`src/rtl/alu_arb_pkg.sv`:
```
// Shared constants for the accumulator-ALU request arbiter: datapath widths and ALU opcodes.
package alu_arb_pkg;

    localparam int DATA_W = 8;
    localparam int SEL_W  = 4;

    localparam logic [SEL_W-1:0] OP_ADD  = 4'd0;
    localparam logic [SEL_W-1:0] OP_SUB  = 4'd1;
    localparam logic [SEL_W-1:0] OP_MUL  = 4'd2;
    localparam logic [SEL_W-1:0] OP_DIV  = 4'd3;
    localparam logic [SEL_W-1:0] OP_ADDA = 4'd4;
    localparam logic [SEL_W-1:0] OP_MULA = 4'd5;
    localparam logic [SEL_W-1:0] OP_MAC  = 4'd6;
    localparam logic [SEL_W-1:0] OP_AND  = 4'd7;
    localparam logic [SEL_W-1:0] OP_OR   = 4'd8;
    localparam logic [SEL_W-1:0] OP_XOR  = 4'd9;
    localparam logic [SEL_W-1:0] OP_NAND = 4'd10;
    localparam logic [SEL_W-1:0] OP_NOR  = 4'd11;
    localparam logic [SEL_W-1:0] OP_SHL  = 4'd12;
    localparam logic [SEL_W-1:0] OP_SHR  = 4'd13;
    localparam logic [SEL_W-1:0] OP_EQ   = 4'd14;
    localparam logic [SEL_W-1:0] OP_LTH  = 4'd15;

    // Acc + 0: issued on idle cycles so the accumulator is left untouched.
    localparam logic [SEL_W-1:0] OP_HOLD = OP_ADDA;

endpackage

```
`src/rtl/alu_rr_pick.sv`:
```
// Combinational round-robin picker: first eligible requester after ptr, searching cyclically.
module alu_rr_pick #(
    parameter int NUM_REQ = 2,
    parameter int ID_W    = 1
) (
    input  logic [NUM_REQ-1:0] valid,
    input  logic [ID_W-1:0]    ptr,
    input  logic [NUM_REQ-1:0] mask,
    output logic [NUM_REQ-1:0] grant,
    output logic [ID_W-1:0]    idx
);

    logic [NUM_REQ-1:0] elig;

    assign elig = valid & mask;

    // Walk from the farthest slot to the nearest; the last hit is the closest after ptr.
    always_comb begin
        int c;
        logic [ID_W-1:0] ci;
        grant = '0;
        idx   = '0;
        c     = 0;
        ci    = '0;
        for (int d = NUM_REQ; d >= 1; d--) begin
            c  = (int'(ptr) + d) % NUM_REQ;
            ci = ID_W'(c);
            if (elig[ci]) begin
                grant     = '0;
                grant[ci] = 1'b1;
                idx       = ci;
            end
        end
    end

endmodule

```
`src/rtl/alu_req_arbiter.sv`:
```
// Round-robin sharing of one accumulator ALU with tagged results and owner grant locking.
// Optional ALU_ARB_LOCK_TIMEOUT_EN adds an idle timeout on held locks and a lock_err pulse.
module alu_req_arbiter
    import alu_arb_pkg::*;
#(
    parameter int NUM_REQ  = 2,
    parameter int ID_W     = 1,
    parameter int ALU_LAT  = 2,
    parameter int LOCK_TMO = 16
) (
    input  logic                      clk,
    input  logic                      rst_n,
    input  logic [NUM_REQ-1:0]        req_valid,
    output logic [NUM_REQ-1:0]        req_ready,
    input  logic [NUM_REQ*DATA_W-1:0] req_a,
    input  logic [NUM_REQ*DATA_W-1:0] req_b,
    input  logic [NUM_REQ*SEL_W-1:0]  req_sel,
    input  logic [NUM_REQ-1:0]        req_lock,
    output logic                      rsp_valid,
    output logic [ID_W-1:0]           rsp_id,
    output logic [DATA_W-1:0]         rsp_data,
    output logic [DATA_W-1:0]         alu_a,
    output logic [DATA_W-1:0]         alu_b,
    output logic [SEL_W-1:0]          alu_sel,
    input  logic [DATA_W-1:0]         alu_out,
    output logic                      lock_active,
    output logic [ID_W-1:0]           lock_owner
`ifdef ALU_ARB_LOCK_TIMEOUT_EN
    ,
    output logic                      lock_err
`endif
);

    if (NUM_REQ < 2 || NUM_REQ > 8) begin : g_bad_num_req
        $error("NUM_REQ must be in 2..8");
    end
    if (ID_W != $clog2(NUM_REQ)) begin : g_bad_id_w
        $error("ID_W must equal clog2(NUM_REQ)");
    end
    if (ALU_LAT < 1 || LOCK_TMO < 1) begin : g_bad_lat
        $error("ALU_LAT and LOCK_TMO must be at least 1");
    end

    logic [NUM_REQ-1:0][DATA_W-1:0] a_v, b_v;
    logic [NUM_REQ-1:0][SEL_W-1:0]  sel_v;
    logic [NUM_REQ-1:0]             mask, grant;
    logic [ID_W-1:0]                gidx, rr_ptr;
    logic                           hs;
    logic [ALU_LAT:1]               vld_pipe;
    logic [ID_W-1:0]                tag_pipe [1:ALU_LAT];

    assign a_v   = req_a;
    assign b_v   = req_b;
    assign sel_v = req_sel;

    always_comb begin
        mask = '1;
        if (lock_active) begin
            mask             = '0;
            mask[lock_owner] = 1'b1;
        end
    end

    alu_rr_pick #(.NUM_REQ(NUM_REQ), .ID_W(ID_W)) u_pick (
        .valid (req_valid),
        .ptr   (rr_ptr),
        .mask  (mask),
        .grant (grant),
        .idx   (gidx)
    );

    assign req_ready = grant;
    assign hs        = |grant;

    // Issue registers, result-latency pipeline and response capture.
    always_ff @(posedge clk or negedge rst_n) begin
        if (!rst_n) begin
            alu_a     <= '0;
            alu_b     <= '0;
            alu_sel   <= OP_HOLD;
            rr_ptr    <= ID_W'(NUM_REQ - 1);
            vld_pipe  <= '0;
            for (int i = 1; i <= ALU_LAT; i++) tag_pipe[i] <= '0;
            rsp_valid <= 1'b0;
            rsp_id    <= '0;
            rsp_data  <= '0;
        end else begin
            if (hs) begin
                alu_a   <= a_v[gidx];
                alu_b   <= b_v[gidx];
                alu_sel <= sel_v[gidx];
                rr_ptr  <= gidx;
            end else begin
                alu_a   <= '0;
                alu_b   <= '0;
                alu_sel <= OP_HOLD;
            end
            vld_pipe[1] <= hs;
            tag_pipe[1] <= gidx;
            for (int i = 2; i <= ALU_LAT; i++) begin
                vld_pipe[i] <= vld_pipe[i-1];
                tag_pipe[i] <= tag_pipe[i-1];
            end
            rsp_valid <= vld_pipe[ALU_LAT];
            if (vld_pipe[ALU_LAT]) begin
                rsp_id   <= tag_pipe[ALU_LAT];
                rsp_data <= alu_out;
            end
        end
    end

`ifdef ALU_ARB_LOCK_TIMEOUT_EN
    localparam int CNT_W = $clog2(LOCK_TMO + 1);
    logic [CNT_W-1:0] idle_cnt;
`endif

    // While locked only the owner can handshake, so any handshake restarts the idle count.
    always_ff @(posedge clk or negedge rst_n) begin
        if (!rst_n) begin
            lock_active <= 1'b0;
            lock_owner  <= '0;
`ifdef ALU_ARB_LOCK_TIMEOUT_EN
            idle_cnt    <= '0;
            lock_err    <= 1'b0;
`endif
        end else begin
`ifdef ALU_ARB_LOCK_TIMEOUT_EN
            lock_err <= 1'b0;
            if (hs) begin
                idle_cnt <= '0;
            end else if (lock_active) begin
                if (idle_cnt == CNT_W'(LOCK_TMO - 1)) begin
                    lock_active <= 1'b0;
                    lock_err    <= 1'b1;
                    idle_cnt    <= '0;
                end else begin
                    idle_cnt <= idle_cnt + 1'b1;
                end
            end
`endif
            if (hs) begin
                if (req_lock[gidx]) begin
                    lock_active <= 1'b1;
                    lock_owner  <= gidx;
                end else begin
                    lock_active <= 1'b0;
                end
            end
        end
    end

endmodule

```
`config.mk`:
```
export PLATFORM = sky130hd
export DESIGN_NAME = alu_req_arbiter
export DESIGN_NICKNAME = d
export VERILOG_FILES = /design/src/rtl/alu_arb_pkg.sv /design/src/rtl/alu_rr_pick.sv /design/src/rtl/alu_req_arbiter.sv
export SDC_FILE = /design/constraint.sdc
export NUM_CORES = 1
export LEC_CHECK = 0
export CAP_MARGIN = 0
export CORE_MARGIN = 1
export CORE_UTILIZATION = 35
export CTS_CLUSTER_SIZE = 24
export DETAILED_ROUTE_END_ITERATION = 6
export DONT_BUFFER_PORTS = 1
export PLACE_DENSITY = 0.57
export SLEW_MARGIN = 40
export SYNTH_ARGS = -nofsm -noshare
export SYNTH_HDL_FRONTEND = slang
export SYNTH_SLANG_ARGS = --single-unit
```
`constraint.sdc`:
```
create_clock -name clk -period 1.5 [get_ports clk]
set_clock_uncertainty 0.05 [all_clocks]
set_input_delay 0.075 -clock clk [delete_from_list [all_inputs] [get_ports clk]]
set_output_delay 0.075 -clock clk [all_outputs]
set_load 0.01 [all_outputs]
```
### Yosys cells after proc, flatten, opt, wreduce, memory -nomap -nowiden

Index checks and enable logic that the tools add are counted.

| operators by class | value |
|---|---|
| add/sub/neg operators | 2 |
| $lt $le $gt $ge | 7 |
| mux-type cells | 27 |
| bitwise operators | 1 |
| reduce and logical (&&, ||, !) cells | 5 |

Operators by type and width:

| kind | number |
|---|---|
| 8-bit 2-to-1 mux | 6 |
| 1-bit 2-to-1 mux | 12 |
| 4-bit 2-to-1 mux | 3 |
| 1-bit by 2-bit less-than comparator with 1-bit output, second input constant | 4 |
| 2-bit 2-to-1 mux | 3 |
| 1-bit demux with 1-bit select | 3 |
| 1-bit greater-or-equal comparator, second input constant | 3 |
| 1-bit logical AND | 3 |
| 1-bit adder, second input constant | 2 |
| 2-bit bitwise AND | 1 |
| 2-bit AND reduction | 1 |
| 2-bit OR reduction | 1 |

| storage, ports and cells | value |
|---|---|
| register bits | 37 |
| logic and storage cells | 54 |

### Depth between registers and ports, before layout

Gate-level depths: netlist (run 1).

| logic depth | value |
|---|---|
| word-level depth | 13 |
| depth in mapped cells | 5 |

### Modules after synthesis

From an unflattened synthesis (run 1), not the netlist that was laid out.

| unflattened totals | value |
|---|---|
| cell total of the unflattened synthesis | 108 |
| area total of the unflattened synthesis | 1465.2 sq um |

By module, submodules not included:

| module | times used | cells an instance | area an instance (sq um) |
|---|---|---|---|
| alu_req_arbiter | 1 | 104 | 1437.6 |
| alu_rr_pick | 1 | 4 | 27.5 |

### Worst setup path after synthesis (run 1)

No wires, ideal clock.

| timing path | value |
|---|---|
| path kind | reg2reg |
| start | register lock_owner |
| end | register lock_owner |
| library setup time | 0.124 ns |
| data arrival time | 1.213 ns |
| slack | 0.114 ns |
| stages on the path, launching flop included | 5 |
| clock period less this slack | 1.386 ns |
| cells stage by stage | dfrtp_1 nand2b_1 buf_4 and3_4 a211o_1 |

| on the way | value |
|---|---|
| cells in the longest elaborated chain, start to end | 13 |
| elaborated cells between the ends (all ways) | 19 |
| those cells by class | order compare: 2; mux: 13; bitwise: 1; reduce/logical: 3 |

Ends and longest elaborated chain:

| what | line | text |
|---|---|---|
| start: declaration | alu_req_arbiter.sv:27 | `output logic [ID_W-1:0] lock_owner` |
| start signal: assignment | alu_req_arbiter.sv:144 | `lock_owner <= gidx;` |
| 1-bit by 2-bit less-than comparator with 1-bit output (implied by the code) / 1-bit greater-or-equal comparator (equally long branches) | alu_req_arbiter.sv:60 | `mask[lock_owner] = 1'b1;` |
| 1-bit logical AND (implied by the code) | alu_req_arbiter.sv:60 |  |
| 1-bit 2-to-1 mux (implied by the code) | alu_req_arbiter.sv:60 |  |
| 1-bit demux with 1-bit select (*) | alu_req_arbiter.sv:60 |  |
| 2-bit 2-to-1 mux (*) | alu_req_arbiter.sv:58 | `if (lock_active) begin` |
| 2-bit bitwise AND (*) | alu_rr_pick.sv:15 | `assign elig = valid & mask;` |
| 1-bit 2-to-1 mux (implied by the code) (2 in series) | alu_rr_pick.sv:28 | `if (elig[ci]) begin` |
| 1-bit 2-to-1 mux (2 in series) | alu_rr_pick.sv:28 |  |
| 1-bit 2-to-1 mux (implied by the code) (2 in series) | alu_req_arbiter.sv:142 | `if (req_lock[gidx]) begin` |
| 2-bit AND reduction (no source line) | n/a |  |

Mark *: on every way between the ends. The rest lies on a longest branch, timed or not. The select of a mux whose other input is x is not followed.
A chain may end at the register's enable or synchronous reset.

### Worst setup path in the final report (run 1)

| timing path | value |
|---|---|
| start | register rr_ptr |
| end | output port req_ready[1] |

| on the way | value |
|---|---|
| cells in the longest elaborated chain, start to end | 7 |
| elaborated cells between the ends (all ways) | 18 |
| those cells by class | add/sub: 2; order compare: 4; mux: 10; reduce/logical: 2 |

Ends and longest elaborated chain:

| what | line | text |
|---|---|---|
| start: declaration | alu_req_arbiter.sv:47 | `logic [ID_W-1:0] gidx, rr_ptr;` |
| start signal: assignment | alu_req_arbiter.sv:81 | `rr_ptr <= ID_W'(NUM_REQ - 1);` |
| start signal: assignment | alu_req_arbiter.sv:92 | `rr_ptr <= gidx;` |
| 1-bit adder | alu_rr_pick.sv:26 | `c = (int'(ptr) + d) % NUM_REQ;` |
| 1-bit by 2-bit less-than comparator with 1-bit output (implied by the code) / 1-bit greater-or-equal comparator (equally long branches) | alu_rr_pick.sv:30 | `grant[ci] = 1'b1;` |
| 1-bit logical AND (implied by the code) | alu_rr_pick.sv:30 |  |
| 1-bit 2-to-1 mux (implied by the code) | alu_rr_pick.sv:30 |  |
| 1-bit demux with 1-bit select | n/a |  |
| 2-bit 2-to-1 mux | alu_rr_pick.sv:28 |  |
| 2-bit 2-to-1 mux (*) | alu_rr_pick.sv:28 |  |
| end: declaration | alu_req_arbiter.sv:14 | `output logic [NUM_REQ-1:0] req_ready,` |

Marks and branches as above.

==> impl_metrics.ini, run 1 <==
[placed_design]
placed_cells = 166
routabilityCongestion = 0.684
io_buffer_count = 0
place_hpwl_mm = 2.55

[synth]
ys_seq_area_share_pct = 55.7
ys.warnings.count = 0
avgSynthCellArea_um2 = 14.1
synth_cells = 118
ys_seq_elements = 37
syn_nets = 172
netlist_area_um2 = 1670
synth_cell_type_count = 28

[clocking]
cts.reportedPaths.clkPinSlew_ps = 80
numCtsBuffers = 5
cts.sinks = 37
clk_latency_ps = 280
root_buffer = clkbuf_8
cts_tree = yes
cts_buffer_depth = 2
cts.htree.levels = 2

[grt]
grt_pass1_wl_mm = 6.91
grt.busiest_layer = met2
met2_usage_pct = 34.3
first_global_vias = 1388
track_usage_pct = 18.3
grt_max_degree = 38
grt.overflow.total = 0
antenna_found_initial = 0
globalRouteMet1Util_pct = 19.7
met3_usage_pct = 3.99

[detailed_routing]
ant_nets = 0
vias_per_cell = 5.17
wl_mm = 4.44
drt_pass1_iterations = 6
wl_per_cell_um = 18.4
vias = 1246
drc = 7
drt_iter0_drc = 78

[power]
powerDensity_nw_per_um2 = 1720
p_comb_share_pct = 36.4
p_sw_mw = 1.43
p_seq_share_pct = 40.4
p_clk_share_pct = 23.2
p_int_mw = 2.97
switching_share_pct = 32.5
vdd_drop_max_mv = 0.893
p_leak_nw = 1.09

[timing]
fmax_ghz = 0.662
finalHoldViolCount = 0
max_slew_margin_pct = 72.6
final.period_utilization_pct = 101
period_needed_ps = 1510
worst_pin_slew_ps = 411
rsz0062_at_grt = yes
slew_viol_final = 0
setup-tns-final_ps = -9.92
finalSetupViolCount = 1
setup_ws_ps = -9.92

[setup_path]
startpoint = rr_ptr$_DFFE_PN1P_
crit_arrival_ps = 1380
start_kind = flip-flop
rr_startpoint = lock_active$_DFFE_PN0P_
crit_end = req_ready[1]
cp-end-kind = output port
timing.critical_path.fanout_max = 5
r2r_slack_ps = 30
crit_type = reg -> out
critPathRequiredTime_ps = 1370
timing.rr.end = alu_a[2]$_DFF_PN0_
ff2ff_path_depth = 5

[final_layout]
fillers = 355
diodes = 0
utilization_pct = 57.2
final_cell_count_no_fill = 241
area_growth_pct = 53.7
final_net_count = 242
layout-drive-gt1-share_pct = 36.5
mostFrequentLayoutCells = dlygate4sd3_1, dfrtp_1, nand3_1, a2bb2oi_2, buf_4
final_common_cell = dlygate4sd3_1

[floorplanning]
start_util_pct = 37.2
die_x_um = 71.0
num_io_pins = 88
die_area_um2 = 5040
die_y_um = 71.0
rows = 24
coreArea_um2 = 4470

[run]
maxCapViolations = 0

[hold_path]
hp-class = in -> reg

[run_status]
violations = DRC, setup timing
outcome = finished, violations left
-- flip-flops by register name, summed over array words and instances (netlist names) --
| signal | cells |
|---|---|
| rsp_id | 1 |
| rsp_valid | 1 |
| rr_ptr | 1 |
| rsp_data | 8 |
| alu_sel | 4 |
| alu_a | 8 |
| alu_b | 8 |
| lock_owner | 1 |
| tag_pipe | 2 |
| lock_active | 1 |
| vld_pipe | 2 |
-- metal layers --
metal  vias up  wire length [um]
met3         6               202
met5         -                 0
li1        574                 -
met4         0                71
met2        45              2500
met1       621              1660
-- through the flow --
step	setup WS (ps)	cell area, um^2	hold slack [ps]	power, mW
2_1_floorplan	114	1670	-271	2.70
3_3_place_gp	142	1740	-269	2.92
3_5_place_dp	89.8	1740	-270	2.97
4_1_cts	-16.7	2530	5.68	4.34
5_1_grt	-51.0	2560	20.8	4.62
6_report	-9.92	2560	14.4	4.40
-- worst max-delay path, stage by stage, from the launching register on --
cell,delay (ps)
dfstp_2,560
nand3b_1,120
and3_4,190
buf_12,130
buf_6,110
-- cell usage after synthesis --
master / n / area (um^2)
o21ai_0: 1 / 5.00
nand3b_1: 2 / 15.0
buf_4: 4 / 30.0
buf_12: 2 / 40.0
a2bb2oi_2: 18 / 270
o2bb2ai_1: 1 / 8.76
clkbuf_1: 3 / 11.3
or3b_4: 1 / 11.3
o22a_1: 1 / 8.76
mux2i_1: 1 / 10.0
dfrtp_1: 35 / 876
a21boi_2: 1 / 11.3
a211o_1: 1 / 8.76
inv_1: 3 / 11.3
nand2_1: 1 / 3.75
a32oi_1: 1 / 8.76
a21oi_1: 2 / 10.0
a221oi_2: 1 / 15.0
nand3_1: 19 / 95.1
and3_4: 1 / 11.3
a2bb2oi_1: 1 / 8.76
nand2b_1: 1 / 6.26
a211oi_1: 1 / 7.51
buf_2: 3 / 15.0
a31oi_1: 1 / 6.26
nand2_2: 1 / 6.26
dfstp_2: 2 / 52.6
mux2_2: 9 / 101
-- what timing repair did --
item                                    CTS  global route
pin swaps                                 4             3
hold buffers                             55             0
hold endpoints to repair                 69             0
gates resized for setup                   6             2
endpoints found under the setup margin    2            11
buffers inserted                          9             3
-- logic make-up after synthesis --
kind of cell | after synthesis | synth area share, %
flops | 37 | 55.7
buf+inv | 15 | 6.46
compound gates | 30 | 22.2
mux | 10 | 6.69
simple gates | 26 | 8.94
-- final cells by class --
cell class / count / area, um^2 / area share (%)
tap: 52 / 65.1 / 2.54
sequential: 37 / 931 / 36.4
inverter: 3 / 11.3 / 0.440
clock inverter: 3 / 68.8 / 2.69
timing repair buffer: 75 / 759 / 29.7
multi-input combinational: 66 / 656 / 25.6
clock buffer: 5 / 68.8 / 2.69
-- how the worst min path moves through the flow --
| stage | startpoint | slack (ps) | cells after the start | to |
|---|---|---|---|---|
| after floorplan | rst_n | -270 | 0 | alu_a[0]$_DFF_PN0_ |
| after global placement | rst_n | -270 | 0 | rsp_data[7]$_DFFE_PN0P_ |
| after detailed placement | rst_n | -270 | 0 | rsp_data[7]$_DFFE_PN0P_ |
| after CTS | req_lock[1] | 6 | 2 | lock_active$_DFFE_PN0P_ |
| after global routing | req_lock[0] | 20 | 2 | lock_owner$_DFFE_PN0P_ |
| final | req_lock[0] | 10 | 2 | lock_owner$_DFFE_PN0P_ |
-- power by group through the flow --
| stage | clock network, mW | registers (mW) | logic (mW) |
|---|---|---|---|
| detailed placement | 0 | 1.80 | 1.18 |
| finish | 1.02 | 1.78 | 1.60 |
| global placement | 0 | 1.78 | 1.14 |
| CTS | 1.05 | 1.77 | 1.52 |
| floorplan | 0 | 1.70 | 1.00 |
| global route | 1.09 | 1.82 | 1.71 |
Power figures use the tool's default switching activity.
==> run 2: changes to the inputs <==
--- a/config.mk
+++ b/config.mk
@@ -12,6 +12,9 @@
 export DETAILED_ROUTE_END_ITERATION = 6
 export DONT_BUFFER_PORTS = 1
 export PLACE_DENSITY = 0.57
+export RECOVER_POWER = 25
+export REMOVE_ABC_BUFFERS = 1
+export SETUP_SLACK_MARGIN = 0.1
 export SLEW_MARGIN = 40
 export SYNTH_ARGS = -nofsm -noshare
 export SYNTH_HDL_FRONTEND = slang
==> impl_metrics.ini, run 2 (synthesized netlist as in run 1, its figures left out) <==
[timing]
slew_viol_final = 0
finalHoldViolCount = 0
worst_pin_slew_ps = 908
rsz0062_at_grt = yes
max_slew_margin_pct = 39.5
setup_ws_ps = -38.6
fmax_ghz = 0.650
finalSetupViolCount = 3
period_needed_ps = 1540
final.period_utilization_pct = 103

[clocking]
clk_latency_ps = 280
cts_buffer_depth = 2
cts_tree = yes
cts.htree.levels = 2
cts.reportedPaths.clkPinSlew_ps = 70
numCtsBuffers = 5
cts.sinks = 37
root_buffer = clkbuf_8

[setup_path]
timing.critical_path.fanout_max = 5
crit_type = reg -> out
timing.rr.end = lock_owner$_DFFE_PN0P_
crit_end = req_ready[1]
r2r_slack_ps = -40
critPathRequiredTime_ps = 1370
ff2ff_path_depth = 4
crit_arrival_ps = 1410
cp-end-kind = output port
startpoint = rr_ptr$_DFFE_PN1P_
rr_startpoint = rr_ptr$_DFFE_PN1P_
start_kind = flip-flop

[detailed_routing]
drt_pass1_iterations = 6
vias = 1314
drt_iter0_drc = 38
drc = 6
vias_per_cell = 5.39
wl_mm = 4.71
wl_per_cell_um = 19.3
ant_nets = 0

[final_layout]
fin_area_um2 = 2580
final_common_cell = dlygate4sd3_1
final_net_count = 245
mostFrequentLayoutCells = dlygate4sd3_1, dfrtp_1, nand3_1, a2bb2oi_2, buf_4
diodes = 0
layout-drive-gt1-share_pct = 38.5
area_growth_pct = 55.0
top_regs = alu_a x8, alu_b x8, rsp_data x8

[power]
p_comb_share_pct = 39.3
vdd_drop_max_mv = 0.982
powerDensity_nw_per_um2 = 1700
p_clk_share_pct = 20.3
p_sw_mw = 1.47
p_int_mw = 2.92
power.total_mw = 4.39
switching_share_pct = 33.6
p_seq_share_pct = 40.3
p_leak_nw = 1.10

[grt]
antenna_found_initial = 0
grt_pass1_wl_mm = 6.98
grt_max_degree = 38
track_usage_pct = 18.4
grt.overflow.total = 0
first_global_vias = 1378

[floorplanning]
die_area_um2 = 5040
die_y_um = 71.0
rows = 24
coreArea_um2 = 4470
num_io_pins = 88
start_util_pct = 37.2
die_x_um = 71.0

[placed_design]
place_hpwl_mm = 2.53
post_dp_cell_area_um2 = 1700
routabilityCongestion = 0.696
io_buffer_count = 0

[run_status]
outcome = finished, violations left
violations = DRC, setup timing

[hold_path]
hp-class = in -> reg

[run]
maxCapViolations = 0
[run 2: what timing repair did]
item | in CTS | in global routing
setup buffers | 13 | 4
hold buffers | 54 | 0
resized for setup | 8 | 9
pin swaps | 5 | 10
cloned | 0 | 1
endpoints found under the setup margin | 17 | 24
endpoints found under the hold margin | 69 | 0
[run 2: critical path, stage by stage, from the launching register on]
cell and delay [ps]:
dfstp_2 560, nand3b_1 130, and3_4 200, buf_12 130, buf_6 110
[run 2: per-layer routing]
layer | vias to the layer above | wire length [um] | GRT usage [%]
met2 | 64 | 2600 | 32.7
met1 | 660 | 1720 | 21.5
met5 | - | 0 | 0
met3 | 7 | 345 | 5.56
li1 | 583 | - | -
met4 | 0 | 44 | 5.56
[run 2: metrics by stage]
stage               setup slack, ps  utilization (%)  TNS [ps]  hold WS (ps)  std cells
global placement                136             38.1         0          -270        164
detailed placement             68.5             38.1         0          -270        164
finish                        -38.6             57.7     -77.8          39.8        244
global route                  -93.0             57.7      -489          28.7        244
floorplan                      -299                -     -5950          -271        106
CTS                            6.15             55.7         0          32.3        239
[run 2: power by group through the flow]
stage	Clock, mW	Sequential (mW)	Combinational [mW]
final	0.893	1.77	1.73
after global placement	0	1.78	1.06
after CTS	0.910	1.78	1.51
after global routing	0.968	1.82	1.85
after floorplan	0	1.72	0.795
after detailed placement	0	1.79	1.10
[run 2: worst min-delay path by stage]
stage	from	end	slack [ps]	cells after the start
final	req_valid[1]	lock_owner$_DFFE_PN0P_	40	2
after global routing	req_valid[1]	lock_owner$_DFFE_PN0P_	30	2
after CTS	req_valid[1]	lock_owner$_DFFE_PN0P_	30	2
after floorplan	rst_n	alu_a[0]$_DFF_PN0_	-270	0
after detailed placement	rst_n	rsp_data[4]$_DFFE_PN0P_	-270	0
after global placement	rst_n	rsp_id$_DFFE_PN0P_	-270	0
[run 2: layout make-up]
| cell class | count | area, um^2 |
|---|---|---|
| Clock buffer | 7 | 86.3 |
| Tap cell | 52 | 65.1 |
| Fill cell | 359 | 1890 |
| Clock inverter | 1 | 30.0 |
| Multi-Input combinational cell | 66 | 682 |
| Inverter | 3 | 11.3 |
| Timing Repair Buffer | 78 | 776 |
| Sequential cell | 37 | 931 |
